<file path="src/rtl/countdown_pkg.sv">
// countdown_pkg: shared state encoding, BCD limits and preset conversion for the countdown timer
package countdown_pkg;
  typedef enum logic [1:0] {IDLE, RUN, PAUSE, DONE} state_t;
  localparam logic [3:0] BCD_MAX9 = 4'd9;
  localparam logic [3:0] BCD_MAX5 = 4'd5;
  localparam logic [6:0] SEC_CLAMP = 7'd59;
  function automatic logic [7:0] bcd_split(input logic [6:0] v);
    logic [6:0] c;
    c = (v > SEC_CLAMP) ? SEC_CLAMP : v;
    return {4'(c / 7'd10), 4'(c % 7'd10)};
  endfunction
endpackage

</file>
<file path="src/rtl/countdown_timer_digit.sv">
// bcd_down_digit: one loadable BCD down-counting digit that wraps to MAX on borrow
module bcd_down_digit
  import countdown_pkg::*;
#(
  parameter logic [3:0] MAX = BCD_MAX9
) (
  input  logic       clk,
  input  logic       aclr,
  input  logic       ld,
  input  logic [3:0] ld_val,
  input  logic       dec,
  output logic [3:0] q,
  output logic       is_zero,
  output logic       borrow_out
);
  logic [3:0] r_q;
  always_ff @(posedge clk or negedge aclr)
    if (!aclr) r_q <= '0;
    else if (ld) r_q <= ld_val;
    else if (dec) r_q <= is_zero ? MAX : r_q - 4'd1;
  assign q = r_q;
  assign is_zero = (r_q == 4'd0);
  assign borrow_out = dec & is_zero;
endmodule

</file>
<file path="src/rtl/countdown_timer.sv">
// countdown_timer: MM:SS.cc BCD down-counter with 100 Hz prescaler, pause/resume and expiry alarm
module countdown_timer
  import countdown_pkg::*;
#(
  parameter int TICK_DIV = 500000,
  parameter int CW = 19
) (
  input  logic       clk,
  input  logic       aclr,
  input  logic       load,
  input  logic       start_stop,
  input  logic [6:0] set_min,
  input  logic [6:0] set_sec,
  output logic [3:0] cs0,
  output logic [3:0] cs1,
  output logic [3:0] s0,
  output logic [3:0] s1,
  output logic [3:0] m0,
  output logic [3:0] m1,
  output logic       running,
  output logic       expired,
  output logic       alarm
);
  state_t r_state;
  logic [CW-1:0] r_ps;
  logic r_running, r_expired, r_alarm;
  logic [7:0] w_min, w_sec;
  logic [5:0][3:0] w_ld, w_q;
  logic [5:0] w_zs, w_bo;
  logic [6:0] w_dec;
  logic w_tick, w_zero, w_last;
  assign w_min = bcd_split(set_min);
  assign w_sec = bcd_split(set_sec);
  assign w_ld = {w_min, w_sec, 8'h00};
  assign w_tick = (r_state == RUN) && (r_ps == CW'(TICK_DIV - 1)) && !load && !start_stop;
  assign w_dec = {w_bo, w_tick};
  assign w_zero = &w_zs;
  assign w_last = (&w_zs[5:1]) && (w_q[0] == 4'd1);
  for (genvar g = 0; g < 6; g++) begin : g_dig
    bcd_down_digit #(.MAX((g == 3 || g == 5) ? BCD_MAX5 : BCD_MAX9)) u_dig (
      .clk(clk),
      .aclr(aclr),
      .ld(load),
      .ld_val(w_ld[g]),
      .dec(w_dec[g]),
      .q(w_q[g]),
      .is_zero(w_zs[g]),
      .borrow_out(w_bo[g])
    );
  end
  // a borrow out of m1 means the count was already empty: stop instead of wrapping on
  always_ff @(posedge clk or negedge aclr)
    if (!aclr) begin
      r_state <= IDLE;
      r_ps <= '0;
      r_running <= 1'b0;
      r_expired <= 1'b0;
      r_alarm <= 1'b0;
    end else begin
      r_alarm <= 1'b0;
      if (load) begin
        r_state <= IDLE;
        r_ps <= '0;
        r_running <= 1'b0;
        r_expired <= 1'b0;
      end else
        case (r_state)
          IDLE:
            if (start_stop && !w_zero) begin
              r_state <= RUN;
              r_running <= 1'b1;
            end
          RUN:
            if (start_stop) begin
              r_state <= PAUSE;
              r_running <= 1'b0;
            end else begin
              r_ps <= w_tick ? '0 : r_ps + 1'b1;
              if (w_tick && (w_last || w_dec[6])) begin
                r_state <= DONE;
                r_running <= 1'b0;
                r_expired <= 1'b1;
                r_alarm <= 1'b1;
              end
            end
          PAUSE:
            if (start_stop) begin
              r_state <= RUN;
              r_running <= 1'b1;
            end
          default: ;
        endcase
    end
  assign {m1, m0, s1, s0, cs1, cs0} = {w_q[5], w_q[4], w_q[3], w_q[2], w_q[1], w_q[0]};
  assign running = r_running;
  assign expired = r_expired;
  assign alarm = r_alarm;
endmodule
</file>
<file path="config.mk">
export PLATFORM = sky130hd
export DESIGN_NAME = countdown_timer
export DESIGN_NICKNAME = d
export VERILOG_FILES = /design/src/rtl/countdown_pkg.sv /design/src/rtl/countdown_timer_digit.sv /design/src/rtl/countdown_timer.sv
export SDC_FILE = /design/constraint.sdc
export NUM_CORES = 1
export LEC_CHECK = 0
export ABC_AREA = 0
export CORE_MARGIN = 4
export CORE_UTILIZATION = 50
export DETAILED_ROUTE_END_ITERATION = 8
export GPL_ROUTABILITY_DRIVEN = 0
export PLACE_DENSITY = 0.74
export SLEW_MARGIN = 15
export SYNTH_ARGS = -nofsm -noshare
export SYNTH_HDL_FRONTEND = slang
export SYNTH_SLANG_ARGS = --single-unit
</file>
<file path="constraint.sdc">
create_clock -name clk -period 3.6 [get_ports clk]
set_clock_uncertainty 0.2 [all_clocks]
set_input_delay 1.08 -clock clk [delete_from_list [all_inputs] [get_ports clk]]
set_output_delay 1.08 -clock clk [all_outputs]
set_load 0.03 [all_outputs]
</file>
# After elaboration in Yosys (flattened, before gate mapping)
# Cells that the tools add are included.
[totals]
ff_bits = 48
input_bits = 18
output_inout_bits = 27
[classes]
add_sub_neg = 7
n_lt_le_gt_ge = 2
n_eq_ne = 8
n_mux = 44
bitwise = 6
n_div = 4
reduce_logical = 31
[op_table]
columns = ["op", "n"]
rows = [
  ["$mux W19", 4],
  ["$mux W4", 18],
  ["$logic_not A4 Y1", 6],
  ["$sub A4 B1 Y4 const B", 6],
  ["$add A19 B1 Y19 const B", 1],
  ["$eq A19 B19 Y1 const B", 1],
  ["$reduce_bool A2 Y1", 8],
  ["$div A7 B4 Y7 const B", 2],
  ["$gt A7 B6 Y1 const B", 2],
  ["$mod A7 B4 Y7 const B", 2],
  ["$mux W7", 2],
  ["$mux W1", 13],
  ["$mux W2", 5],
  ["$and A1 B1 Y1", 6],
  ["$logic_and A1 B1 Y1", 6],
  ["$ne A3 B3 Y1 const B", 2],
  ["$pmux W2 S3", 1],
  ["$reduce_and A6 Y1", 1],
  ["$reduce_and A5 Y1", 1],
  ["$eq A4 B1 Y1 const B", 1],
  ["$ne A4 B3 Y1 const B", 1],
  ["$reduce_and A4 Y1", 1],
  ["$reduce_bool A4 Y1", 1],
  ["$logic_not A1 Y1", 3],
  ["other kinds (8)", 8],
]

# Longest topological paths before layout
[logic_depth]
depth_word = 16
mapped_depth = 13

# Hierarchy
# A second synthesis with hierarchy kept.
[hier_totals]
cells_unflattened = 391
hier_area_um2 = 3398.3
[modules_own_cells]
columns = ["module", "seq_area_each_um2", "n_inst", "area_per_inst_um2", "cells_per_inst"]
rows = [
  ["countdown_timer", 600.6, 1, 2074.5, 257],
  ["bcd_down_digit (g_dig[0].u_dig ...)", 100.1, 4, 229.0, 23],
  ["bcd_down_digit (g_dig[3].u_dig ...)", 100.1, 2, 203.9, 21],
]

# Worst setup path after synthesis
# OpenSTA, ideal clock, no wires.
[synth_timing]
kind = "input to register"
from = "input set_sec[6]"
to = "register g_dig[2].u_dig.r_q[2]"
stages = 12
setup_time_ns = 0.131
t_arrival_ns = 3.675
t_required_ns = 3.269
path_buffers = 1
setup_slack_ns = -0.406
cell_sequence = "clkbuf_1 > or2_2 > ha_1 > o21a_1 > a211o_1 > a32o_1 > a32oi_1 > ha_1 > a21boi_0 > a31oi_1 > a311oi_1 > or3_1"
[synth_via]
elab_chain_cells = 4
[synth_rtl]
columns = ["element", "line", "text"]
rows = [
  ["from (decl)", "countdown_timer.sv:13", "input logic [6:0] set_sec,"],
  ["$gt A7 B6 Y1", "countdown_pkg.sv:9", "c = (v > SEC_CLAMP) ? SEC_CLAMP : v;"],
  ["$mux W7 (*)", "countdown_pkg.sv:9", ""],
  ["$mod A7 B4 Y7 (*)", "countdown_pkg.sv:10", "return {4'(c / 7'd10), 4'(c % 7'd10)};"],
  ["$mux W4 (*)", "countdown_timer_digit.sv:19", "else if (ld) r_q <= ld_val;"],
  ["to (signal assigned)", "countdown_timer_digit.sv:19", ""],
  ["to (signal assigned)", "countdown_timer_digit.sv:20", "else if (dec) r_q <= is_zero ? MAX : r_q - 4'd1;"],
  ["to (decl)", "countdown_timer_digit.sv:16", "logic [3:0] r_q;"],
]
# Mark *: on every way between the ends. The rest lies on a longest branch, timed or not.
# A chain may end at the register's enable or synchronous reset.

# Worst setup path after layout
[layout_timing]
from = "input set_sec[3]"
to = "register g_dig[2].u_dig.r_q[2]"
# Same word-level chain as after synthesis.

==> flow_summary.ini <==
[route]
viasPerCell = 5.833
ant_nets = 0
initialDrtViolationCount = 175
drt-total-wl_mm = 8.628
vias = 3319
wl_per_cell_um = 15.16
firstDrtPassIters = 4
drc = 0

[global_routing]
grt_max_degree = 31
grt_pass1_vias = 3321
grtUsageTotal_pct = 21.59
antenna_found_initial = 0
grt_overflow = 0
grt_pass1_wl_mm = 15.06

[final_layout]
filler_cell_count = 516
fin_nets = 519
drive_gt1_share_pct = 19.11
area_delta_synth_final_pct = 32.23
multiInputGateArea_um2 = 2112
diodes = 0
seqCellArea_um2 = 1201
layout.cells.non_filler = 569

[critical_path]
critPathMaxFanout = 2
required_ps = 3580
path_class = primary input to flop
arrival_ps = 3490
critPathLaunchType = primary input
end_kind = flop

[synth]
synth_top_area_share_pct = 35.73
ys.flop_type = dfrtp_1
synth_area_leaders = dfrtp_1, nor2_1, a21oi_1
ys_seq_area_share_pct = 35.73
synthTopCellsByCount = nor2_1, dfrtp_1, nand2_1, a21oi_1, o21ai_0
ys_types = 59
yosys_register_bits = 48
yosys.area.top_type = dfrtp_1
postSynthAreaPerCell_um2 = 8.447
synth-edff-count = 0
syn_area_um2 = 3362
async_flop_share_pct = 100.0
synth_cells = 398
yosysWarnings = 0
synth_nets = 426
post-synth-top-count-cell = nor2_1

[timing]
holdWs_ps = 314.7
fin_tns_setup_ps = 0
setup_violations = 0
timing.final.hold_violations = 0
fmax_ghz = 0.2842
slew_viol_final = 0
max-slew-margin-rel_pct = 55.22
worst_pin_slew_ps = 671.6
fin_crit_sh_pct = 97.74
min_period_ps = 3518

[floorplanning]
die_w_um = 90
die_area_um2 = 8100
num_rows = 29
core_um2 = 6422
pin_count = 45
start_util_pct = 52.35
die_h_um = 90

[clock_network]
clk_latency_ps = 310
cts_max_level = 2
clk_pin_slew_ps = 100
clk_path_buf_depth = 2
cts_buffers = 5
cts_tree = built
clock-root-buffer = clkbuf_8
cts.sinks = 48

[flow_run]
cap_violations = 0

[worst_hold_path]
hold_class = flop to flop

[power_and_ir_drop]
p_leak_nw = 1.874
peakVddDrop_uv = 178.0
power_density_nw_per_um2 = 322.2

[run_status]
status = complete, no violations

[place]
io_buffer_count = 44
dp_hpwl_mm = 6.477
dp.cells = 559
-- kinds of logic after synthesis --
logic type | count (synthesis) | synth area share [%]
compound gates | 92 | 17.72
xor+xnor | 23 | 5.992
fa+ha+maj | 10 | 3.722
buf+inv | 30 | 4.019
flops | 48 | 35.73
mux | 8 | 2.419
simple gates | 187 | 30.41
-- path summary, 6_finish.rpt --
path | slack [ps] | start | to | depth (start not counted)
hold / removal | 310 | expired | expired | 2
hold reg to reg | 310 | expired | expired | 2
setup / recovery | 80 | set_sec[3] | g_dig[2].u_dig.q[2] | 12
setup reg to reg | 780 | g_dig[2].u_dig.q[0] | g_dig[5].u_dig.q[2] | 7
min in group asynchronous | 590 | aclr | g_dig[0].u_dig.q[3] | 1
max in group asynchronous | 1990 | aclr | g_dig[2].u_dig.q[1] | 2
-- cells in the final DEF (no fill, tap or decap), types with 5 or more instances in the layout --
cell | netlist | final
a21oi_1 | 30 | 28
a31oi_1 | 5 | 5
and3_1 | 5 | 5
buf_4 | 0 | 58
clkbuf_8 | 0 | 6
clkdlybuf4s50_1 | 0 | 39
dfrtp_1 | 48 | 48
ha_1 | 10 | 6
inv_1 | 13 | 12
mux2i_1 | 7 | 7
nand2_1 | 34 | 34
nand3_1 | 18 | 18
nand4_1 | 7 | 7
nor2_1 | 60 | 60
nor3_1 | 10 | 10
nor4b_1 | 7 | 6
o21ai_0 | 20 | 18
o31ai_1 | 5 | 5
or3_1 | 7 | 7
xnor2_1 | 9 | 9
xor2_1 | 14 | 14
-- worst max-delay path: stages --
cell	delay, ps
dlygate4sd2_1	250
or2_4	250
ha_4	160
o21a_1	170
a211o_1	240
a32o_2	260
a32oi_2	190
ha_2	210
a21boi_1	60
a31oi_1	170
a311oi_1	120
or3_1	340
-- routing by layer --
metal  share of wire (%)  up-vias  GRT usage [%]
li1                    -     1641              -
met1                  47     1599          29.20
met2                  48       71          36.40
met3                 3.9        8          4.591
met4                0.56        0          3.061
met5                   0        -              0
-- registers in the layout, summed over array words and instances, names as in the netlist --
register / cells
expired: 1
g_dig.u_dig.q: 24
r_state: 2
r_ps: 19
running: 1
alarm: 1
-- stage by stage --
stage          total power, W  setup WS [ps]  util (%)  cell area (um^2)
4_1_cts              0.001437          13.09     68.75              4415
5_1_grt              0.001511         -3.583     69.22              4446
6_report             0.001432          81.52     69.22              4446
2_1_floorplan       0.0008309         -67.10         -              3437
3_3_place_gp         0.001005         -407.6     66.71              4284
3_5_place_dp         0.001013         -479.0     66.71              4284
-- report_power, final --
part           internal, W  leakage, nW  total, W  switching (W)
Sequential        0.000567        0.634  0.000614      0.0000469
Combinational     0.000192         1.18  0.000402       0.000210
Clock             0.000227       0.0614  0.000417       0.000189
Total             0.000986         1.87   0.00143       0.000447
-- what timing repair did --
action / 4_1_cts / 5_1_grt
buffers inserted: 2 / 0
hold buffers: 0 / 0
pin swaps: 10 / 5
cloned: 0 / 0
setup endpoints to repair: 6 / 5
gates resized for setup: 5 / 10
-- layout make-up --
| cell class | count | share of cell area (%) |
|---|---|---|
| timing repair buffer | 102 | 19.39 |
| inverter | 14 | 1.182 |
| tap | 77 | 2.167 |
| sequential | 48 | 27.02 |
| clock buffer | 6 | 1.858 |
| clock inverter | 2 | 0.8725 |
| multi-input combinational | 320 | 47.51 |
Note: power is estimated with default switching activity, not from simulation.
==> variant: new RTL, config.mk and constraints unchanged <==
The 4 states of `state_t` get a one-hot encoding in 4 bits.
--- a/src/rtl/countdown_pkg.sv
+++ b/src/rtl/countdown_pkg.sv
@@ -1,6 +1,6 @@
 // countdown_pkg: shared state encoding, BCD limits and preset conversion for the countdown timer
 package countdown_pkg;
-  typedef enum logic [1:0] {IDLE, RUN, PAUSE, DONE} state_t;
+  typedef enum logic [3:0] {IDLE = 4'b0001, RUN = 4'b0010, PAUSE = 4'b0100, DONE = 4'b1000} state_t;
   localparam logic [3:0] BCD_MAX9 = 4'd9;
   localparam logic [3:0] BCD_MAX5 = 4'd5;
   localparam logic [6:0] SEC_CLAMP = 7'd59;
Check against the original RTL: no difference found for any inputs over 10 cycles, from zero or initial values; not proved beyond that.
==> variant against the original RTL <==
- worst setup slack worse by 0.076 ns
- cell area rose by 6.6%
- area after synthesis is 0.97% lower
- sequential share of layout area fell by 1.1 points
- sequential cell count rose by 1
- synthesized cell count is 3.0% lower
- final cell count is 2.6% higher
- worst hold slack got worse by 0.019 ns
- maximum frequency fell by 2.1%
- total power up 9.3%
- register-to-register slack got worse by 0.36 ns
- wire length up 9.5%
- core utilization is 4.6 points higher
==> variant: results (changes against the original RTL) <==
yosys:
  syn_inst: 386  # was 398
  syn-num-nets: 414  # was 426
  synthMuxAreaShare: 0.01841  # was 0.02419
  ys_warn_count: 0  # unchanged
  synth_compound_area_frac: 0.1920  # was 0.1771
  synth.yosys.seq_area_share: 0.3687  # was 0.3573
  synth_area_leaders: "dfrtp_1, nor2_1, ha_1"  # was dfrtp_1, nor2_1, a21oi_1
  synthAdderAreaFrac: 0.03758  # was 0.03722
  synthDistinctLibCells: 68  # was 59
  synth_xor_xnor_area_share: 0.05261  # was 0.05992
  synthTopCellsByCount: "nor2_1, dfrtp_1, nand2_1"  # unchanged
worst_hold_path:
  holdPathStages: 1  # was 2
detailed_routing:
  via_per_inst: 5.926  # was 5.833
  wl_met1_microns: 4193  # was 4055 microns
  drt_pass1_iterations: 6  # was 4
  num_vias: 3461  # was 3,319
  met2_length_microns: 4613  # was 4184 microns
  top_layer: "met4"  # unchanged
  drt-initial-drc-count: 177  # was 175
  wl_met3_microns: 484  # was 340 microns
  wl_per_cell_microns: 16.17  # was 15.16 microns
power:
  switchingPower_uw: 508.0  # was 446.5 uW
  combPwrFrac: 0.319  # was 0.281
  p_int_uw: 1058  # was 985.7 uW
  ir_drop_uv: 198.2  # was 178.0 uV
  leakage_uw: 0.002026  # was 0.001874 uW
setup_path:
  worstRegToRegCells: 8  # was 7
  crit_fanout: 3  # was 2
  cp.arrival_ns: 3.57  # was 3.49 ns
  slowest_stage: "or4b_4"  # was or3_1
  cpPeakStageDelay_ns: 0.55  # was 0.34 ns
cells_and_area:
  nets: 534  # was 519
  layout-drive-gt1-share: 0.2959  # was 0.1911
global_route:
  use_met1: 0.3234  # was 0.2920
  grt_use_met3: 0.03376  # was 0.04591
  grt_usage: 0.2384  # was 0.2159
  grt_pass1_vias: 3353  # was 3,321
  grt_max_degree: 50  # was 31
  globalRouteMet2Util: 0.4009  # was 0.3640
  grt_pass1_wl_microns: 15350  # was 15,060 microns
place:
  place_hpwl_microns: 6489  # was 6477 microns
  place_area_sq_mm: 0.004355  # was 0.004284 sq mm
  dp_slack_ns: -0.7275  # was -0.4790 ns
  dp_cells: 561  # was 559
timing:
  slew_headroom: 0.5896  # was 0.5522
outcome:
  status: "finished clean"  # unchanged
clock_tree:
  cts_setup_buffers: 14  # was 2
  cts-resized-gates: 55  # was 5
[variant: cell count changes in the layout (fill, tap and decap cells not counted), sizes merged, moves of 5 or more]
cell	change
nor2	-5
nor4b	-6
o21a	+5
buf	+28
a21oi	-14
nand3	-5
clkdlybuf4s50	-9
clkbuf	+6
[variant: final timing paths]
check                               startpoint             endpoint  slack, ns
min in group asynchronous                 aclr              r_ps[8]       0.66
hold reg to reg                        expired              expired       0.30
setup reg to reg           g_dig[1].u_dig.q[0]  g_dig[5].u_dig.q[1]       0.42
hold / removal                         expired              expired       0.30
max in group asynchronous                 aclr  g_dig[1].u_dig.q[1]       2.11
setup / recovery                    set_sec[4]  g_dig[2].u_dig.q[2]      0.006
[variant: area by class of cell]
class	instances	area (sq um)
clock buffers	6	82.58
clock inverters	2	37.54
inverters	14	52.55
repair buffers	125	1022
flip-flops and latches	49	1227
fillers	472	1684
well taps	77	96.34
multi-input cells	311	2220
